===== config.mk =====
export PLATFORM = sky130hd
export DESIGN_NAME = control_sequencer
export DESIGN_NICKNAME = d
export VERILOG_FILES = /design/src/rtl/control_sequencer.sv
export SDC_FILE = /design/constraint.sdc
export NUM_CORES = 1
export LEC_CHECK = 0
export CORE_MARGIN = 2
export CORE_UTILIZATION = 32
export CTS_CLUSTER_SIZE = 12
export DETAILED_ROUTE_END_ITERATION = 16
export PLACE_DENSITY_LB_ADDON = 0.05
export SLEW_MARGIN = 10
export SYNTH_ARGS = -nofsm -noshare
export SYNTH_HDL_FRONTEND = slang
export SYNTH_SLANG_ARGS = --single-unit

===== constraint.sdc =====
create_clock -name clk -period 5.4 [get_ports clk]
set_clock_uncertainty 0.05 [all_clocks]
set_input_delay 1.08 -clock clk [delete_from_list [all_inputs] [get_ports clk]]
set_output_delay 1.08 -clock clk [all_outputs]
set_load 0.005 [all_outputs]

===== src/rtl/control_sequencer.sv =====
// Moore control sequencer: fetch T0-T2 and execute T3-T7. Datapath, memory and
// register-select strobes are decoded from the state register and the IR opcode.
module control_sequencer #(
  parameter int unsigned OPW = 5
) (
  input  logic        clk,
  input  logic        clr,
  input  logic [31:0] ir,
  input  logic        mem_ready,
  output logic        PCout,
  output logic        IncPC,
  output logic        PCin,
  output logic        MARin,
  output logic        MDRin,
  output logic        MDRout,
  output logic        IRin,
  output logic        Yin,
  output logic        Zin,
  output logic        Zlowout,
  output logic        Cout,
  output logic        Read,
  output logic        Write,
  output logic        Gra,
  output logic        Grb,
  output logic        Grc,
  output logic        Rin,
  output logic        Rout,
  output logic        BAout,
  output logic [3:0]  alu_op,
  output logic        run
);

  localparam logic [3:0] S_RESET = 4'd0;
  localparam logic [3:0] S_T0    = 4'd1;
  localparam logic [3:0] S_T1    = 4'd2;
  localparam logic [3:0] S_T1W   = 4'd3;
  localparam logic [3:0] S_T2    = 4'd4;
  localparam logic [3:0] S_T3    = 4'd5;
  localparam logic [3:0] S_T4    = 4'd6;
  localparam logic [3:0] S_T5    = 4'd7;
  localparam logic [3:0] S_T6    = 4'd8;
  localparam logic [3:0] S_T7    = 4'd9;
  localparam logic [3:0] S_HALT  = 4'd10;

  localparam logic [OPW-1:0] OP_LD   = OPW'(5'b00000);
  localparam logic [OPW-1:0] OP_LDI  = OPW'(5'b00001);
  localparam logic [OPW-1:0] OP_ST   = OPW'(5'b00010);
  localparam logic [OPW-1:0] OP_ADD  = OPW'(5'b00011);
  localparam logic [OPW-1:0] OP_SUB  = OPW'(5'b00100);
  localparam logic [OPW-1:0] OP_AND  = OPW'(5'b00101);
  localparam logic [OPW-1:0] OP_OR   = OPW'(5'b00110);
  localparam logic [OPW-1:0] OP_ADDI = OPW'(5'b01100);
  localparam logic [OPW-1:0] OP_ANDI = OPW'(5'b01101);
  localparam logic [OPW-1:0] OP_ORI  = OPW'(5'b01110);
  localparam logic [OPW-1:0] OP_HALT = OPW'(5'b11011);

  localparam logic [3:0] ALU_ADD = 4'd0;
  localparam logic [3:0] ALU_SUB = 4'd1;
  localparam logic [3:0] ALU_AND = 4'd2;
  localparam logic [3:0] ALU_OR  = 4'd3;

  logic [3:0]     r_state;
  logic [3:0]     w_state_next;
  logic [OPW-1:0] w_opcode;
  logic           w_unused_ir;
  logic           w_is_reg_alu;
  logic           w_is_imm;
  logic           w_is_ldi;
  logic           w_is_ld;
  logic           w_is_st;
  logic           w_is_halt;
  logic           w_is_mem;
  logic           w_uses_ba;
  logic [3:0]     w_alu_code;

  assign w_opcode    = ir[31 -: OPW];
  assign w_unused_ir = ^ir[31-OPW:0];

  // Opcode class decode; anything unlisted falls through as nop.
  always_comb begin
    w_is_reg_alu = 1'b0;
    w_is_imm     = 1'b0;
    w_is_ldi     = 1'b0;
    w_is_ld      = 1'b0;
    w_is_st      = 1'b0;
    w_is_halt    = 1'b0;
    w_alu_code   = ALU_ADD;
    case (w_opcode)
      OP_LD:   w_is_ld = 1'b1;
      OP_LDI:  w_is_ldi = 1'b1;
      OP_ST:   w_is_st = 1'b1;
      OP_ADD:  w_is_reg_alu = 1'b1;
      OP_SUB:  begin w_is_reg_alu = 1'b1; w_alu_code = ALU_SUB; end
      OP_AND:  begin w_is_reg_alu = 1'b1; w_alu_code = ALU_AND; end
      OP_OR:   begin w_is_reg_alu = 1'b1; w_alu_code = ALU_OR;  end
      OP_ADDI: w_is_imm = 1'b1;
      OP_ANDI: begin w_is_imm = 1'b1; w_alu_code = ALU_AND; end
      OP_ORI:  begin w_is_imm = 1'b1; w_alu_code = ALU_OR;  end
      OP_HALT: w_is_halt = 1'b1;
      default: ;
    endcase
  end

  assign w_is_mem  = w_is_ld | w_is_st;
  assign w_uses_ba = w_is_ldi | w_is_mem;

  always_ff @(posedge clk or posedge clr) begin
    if (clr) r_state <= S_RESET;
    else     r_state <= w_state_next;
  end

  assign run = (r_state != S_RESET) && (r_state != S_HALT);

  // Next-state and strobe decode; every strobe defaults low for each step.
  always_comb begin
    w_state_next = r_state;
    PCout   = 1'b0;
    IncPC   = 1'b0;
    PCin    = 1'b0;
    MARin   = 1'b0;
    MDRin   = 1'b0;
    MDRout  = 1'b0;
    IRin    = 1'b0;
    Yin     = 1'b0;
    Zin     = 1'b0;
    Zlowout = 1'b0;
    Cout    = 1'b0;
    Read    = 1'b0;
    Write   = 1'b0;
    Gra     = 1'b0;
    Grb     = 1'b0;
    Grc     = 1'b0;
    Rin     = 1'b0;
    Rout    = 1'b0;
    BAout   = 1'b0;
    alu_op  = ALU_ADD;
    case (r_state)
      S_RESET: w_state_next = S_T0;
      S_T0: begin
        PCout        = 1'b1;
        MARin        = 1'b1;
        IncPC        = 1'b1;
        Zin          = 1'b1;
        alu_op       = ALU_ADD;
        w_state_next = S_T1;
      end
      // First fetch cycle loads PC; the wait state repeats T1 without PCin.
      S_T1, S_T1W: begin
        Zlowout      = 1'b1;
        PCin         = (r_state == S_T1);
        Read         = 1'b1;
        MDRin        = 1'b1;
        w_state_next = mem_ready ? S_T2 : S_T1W;
      end
      S_T2: begin
        MDRout       = 1'b1;
        IRin         = 1'b1;
        w_state_next = S_T3;
      end
      S_T3: begin
        if (w_is_reg_alu || w_is_imm) begin
          Grb          = 1'b1;
          Rout         = 1'b1;
          Yin          = 1'b1;
          w_state_next = S_T4;
        end else if (w_uses_ba) begin
          Grb          = 1'b1;
          BAout        = 1'b1;
          Yin          = 1'b1;
          w_state_next = S_T4;
        end else if (w_is_halt) begin
          w_state_next = S_HALT;
        end else begin
          w_state_next = S_T0;
        end
      end
      S_T4: begin
        if (w_is_reg_alu) begin
          Grc          = 1'b1;
          Rout         = 1'b1;
          Zin          = 1'b1;
          alu_op       = w_alu_code;
          w_state_next = S_T5;
        end else if (w_is_imm || w_uses_ba) begin
          Cout         = 1'b1;
          Zin          = 1'b1;
          alu_op       = w_alu_code;
          w_state_next = S_T5;
        end else begin
          w_state_next = S_T0;
        end
      end
      S_T5: begin
        Zlowout = 1'b1;
        if (w_is_mem) begin
          MARin        = 1'b1;
          w_state_next = S_T6;
        end else begin
          Gra          = 1'b1;
          Rin          = 1'b1;
          w_state_next = S_T0;
        end
      end
      S_T6: begin
        if (w_is_ld) begin
          Read         = 1'b1;
          MDRin        = 1'b1;
          w_state_next = mem_ready ? S_T7 : S_T6;
        end else if (w_is_st) begin
          Gra          = 1'b1;
          Rout         = 1'b1;
          MDRin        = 1'b1;
          w_state_next = S_T7;
        end else begin
          w_state_next = S_T0;
        end
      end
      S_T7: begin
        if (w_is_ld) begin
          MDRout       = 1'b1;
          Gra          = 1'b1;
          Rin          = 1'b1;
          w_state_next = S_T0;
        end else if (w_is_st) begin
          Write        = 1'b1;
          w_state_next = mem_ready ? S_T0 : S_T7;
        end else begin
          w_state_next = S_T0;
        end
      end
      S_HALT:  w_state_next = S_HALT;
      default: w_state_next = S_RESET;
    endcase
  end

endmodule

==> results.json <==
{
  "status": "complete, no violations",
  "routedWlPerCell_um": 12.65,
  "ys_types": 38,
  "r2r_start": "r_state[0]",
  "cp.buffers_inverters": 2,
  "dp.cells": 147,
  "die_y_um": 50.38,
  "final.min_clock_period_ns": 4.575,
  "rsz0062_at_grt": "false",
  "clock_latency_ns": 0.23,
  "internal_power_uw": 204.3,
  "final_nets": 160,
  "yosys-top-cells-area": "dfrtp_1, nor3_1, nor2_1",
  "cp_slowest_cell": "or4_4",
  "worstSetupEndpointType": "output pin",
  "r2r_slack_ns": 3.62,
  "syn_area_per_cell_um2": 6.554,
  "switching_power_uw": 155.7,
  "power_frac_clock_pct": 9.9,
  "cts_buffers": 3,
  "vias": 822,
  "h-tree-depth": 1,
  "hold_path_class": "flop to flop",
  "grt_overflow_total": 0,
  "finalSetupViolations": 0,
  "largest_reg_flops": 4,
  "drive_gt1_share_pct": 4.878,
  "cts.path.max_buffers": 2,
  "power.leakage_nw": 0.3474,
  "route.detailed.drc": 0,
  "hpwl_um": 1433,
  "num_antenna_cells": 0,
  "fmax_ghz": 0.2186,
  "cp_max_fo": 10,
  "min_period_over_period_pct": 84.72,
  "holdBufCountCts": 0,
  "switching_share_pct": 43.24,
  "gp_congestion": 0.7934,
  "p_seq_share_pct": 23.6,
  "drt_first_iter_violations": 11,
  "max_stage_delay_ns": 0.65,
  "grt_start_max_net_pins": 19,
  "min_path_cells": 1,
  "cts_setup_buffers": 0,
  "r2r_end": "r_state[1]",
  "nFillCells": 208,
  "syn_area_um2": 688.2,
  "tns_ns": 0,
  "critPathTopFamily": "simple AND/OR/NAND/NOR gates",
  "ant_nets": 0,
  "worst_slew_pin_slew_ns": 0.5177,
  "dieArea_mm2": 0.002538,
  "clkTransAtPathRegs_ns": 0.04,
  "grt_usage_pct": 14.89,
  "synth_top_cell_by_area": "dfrtp_1",
  "total_power_uw": 360.0,
  "holdWs_ns": 0.6532,
  "cts-resized-gates": 0,
  "ys_seq_elements": 4,
  "cpMostUsedCell": "clkdlybuf4s50_1",
  "die_width_um": 50.38,
  "grt_pass1_wl_um": 3111,
  "vias_per_cell": 5.480,
  "ios": 59,
  "reg_top3": "r_state x4",
  "cts_sinks": 4,
  "rows": 16,
  "path_cells": "clkdlybuf4s50_1 > or4_4 > or4_1 > a21oi_1 > clkdlybuf4s50_1",
  "drv_cap": 0,
  "cts_root_buf": "clkbuf_4",
  "slew_viol_final": 0,
  "cp_data_arrival_time_ns": 3.44,
  "synth_top_area_share_pct": 14.55,
  "tritoncts": "built",
  "hold_viol": 0,
  "reg2regPathDepth": 4,
  "path_class": "input pin to output pin",
  "wl_um": 1898,
  "hold_start": "r_state[3]",
  "startpoint": "ir[31]",
  "combPwrFrac_pct": 66.6,
  "port_buffers": 29,
  "syn_to_final_growth_pct": 38.00,
  "irDropWorstVdd_v": 0.0001555,
  "holdPathEnd": "r_state[2]",
  "fin_cells": 150,
  "max_slew_margin_pct": 65.49,
  "first_pass_iters": 4,
  "largest_register": "r_state",
  "initial_core_util_pct": 34.37,
  "crit_required_ns": 4.27,
  "start_kind": "input pin",
  "synthesis.instances": 105,
  "core_area_mm2": 0.002002,
  "yosysSeqAreaShare_pct": 14.55,
  "grt_antenna_before_repair": 0,
  "p_per_area_mw_per_mm2": 379.1,
  "synth_warnings": 0,
  "first_global_vias": 735
}
synth_stat cells:
cell       number
buf_4           4
nor2_1         13
o211ai_1        1
o2111a_1        1
clkbuf_1        6
or3b_2          1
or2_2           1
or4b_1          1
or4_1           1
buf_1           1
nand2b_1        5
a31oi_1         2
or3_1           1
a21oi_1         5
nor2b_1         2
conb_1          1
xnor2_1         3
or4_4           1
and2_1          1
o311ai_1        1
dfrtp_1         4
buf_2           2
nor3_1         11
nor4_1          3
o41ai_1         2
nand4_1         1
o21ai_0         3
o21a_1          1
nor3b_1         2
nand3_1         4
o2111ai_1       1
a211o_1         1
buf_6           2
o31ai_1         2
o22ai_1         1
nand2_1         4
and3_1          5
inv_1           4
how the worst max path moves through the flow:
stage               depth (start not counted)  slack [ns]  endpoint
finish                                      5        0.83    MDRout
global route                                5        0.71    MDRout
CTS                                         5        0.82    MDRout
detailed placement                          5        0.82    MDRout
global placement                            5        0.82    MDRout
floorplan                                   5        1.78    MDRout
metrics by stage:
step	util, %	instance area [um2]	setup WS, ns
after global routing	47.44	949.7	0.7129
after floorplan	-	691.9	1.779
after CTS	47.44	949.7	0.8154
after detailed placement	46.31	927.1	0.8209
after global placement	46.31	927.1	0.8197
final	47.44	949.7	0.8252
layout by cell type (no fill, tap or decap):
master           count
dfrtp_1              4
o21a_1               1
conb_1               2
nor3b_1              2
nor2_1              13
and3_1               5
o311ai_1             1
o22ai_1              1
a21oi_1              5
nor2b_1              2
nand4_1              1
inv_1                4
nand2_1              4
o21ai_0              3
or4_1                1
or2_2                1
nor3_1              11
a31oi_1              2
or4b_1               1
nand2b_1             5
o31ai_1              2
nand3_1              4
and2_1               1
o211ai_1             1
a211o_1              1
or3b_2               1
o2111ai_1            1
or3_1                1
o41ai_1              2
nor4_1               3
o2111a_1             1
clkbuf_4             3
or4_4                1
clkdlybuf4s50_1     29
xnor2_1              3
layout make-up:
class	count	area, um2	area share [%]
multi-input cells	83	488.0	51.38
repair buffers	29	290.3	30.57
flip-flops and latches	4	100.1	10.54
well taps	27	33.78	3.557
clock buffers	3	22.52	2.372
inverters	4	15.01	1.581
worst register-to-register path, stage by stage (launching register included):
cell	delay (ns)
dfrtp_1	0.52
or3b_2	0.59
nor4_1	0.30
o31ai_1	0.11
o41ai_1	0.09
routing by layer:
| metal | part of all wire [%] | global-route usage [%] | routed length [um] |
|---|---|---|---|
| met3 | 2.6 | 1.190 | 50 |
| met4 | 0 | 1.802 | 0 |
| met2 | 48 | 27.41 | 912 |
| met5 | 0 | 0 | 0 |
| met1 | 49 | 19.31 | 935 |
cells by family after synthesis:
group	synth area share [%]
xor+xnor	3.819
other cells	0.5449
flops	14.55
buf+inv	15.09
simple gates	45.09
compound gates	20.91
power groups by stage:
stage	combinational, mW	clock [mW]	sequential (mW)
floorplan	0.165	0	0.0463
global placement	0.242	0	0.0831
detailed placement	0.241	0	0.0839
CTS	0.242	0.0359	0.0837
global route	0.265	0.0381	0.0886
finish	0.240	0.0355	0.0849
Note: power is estimated with default switching activity, not from simulation.
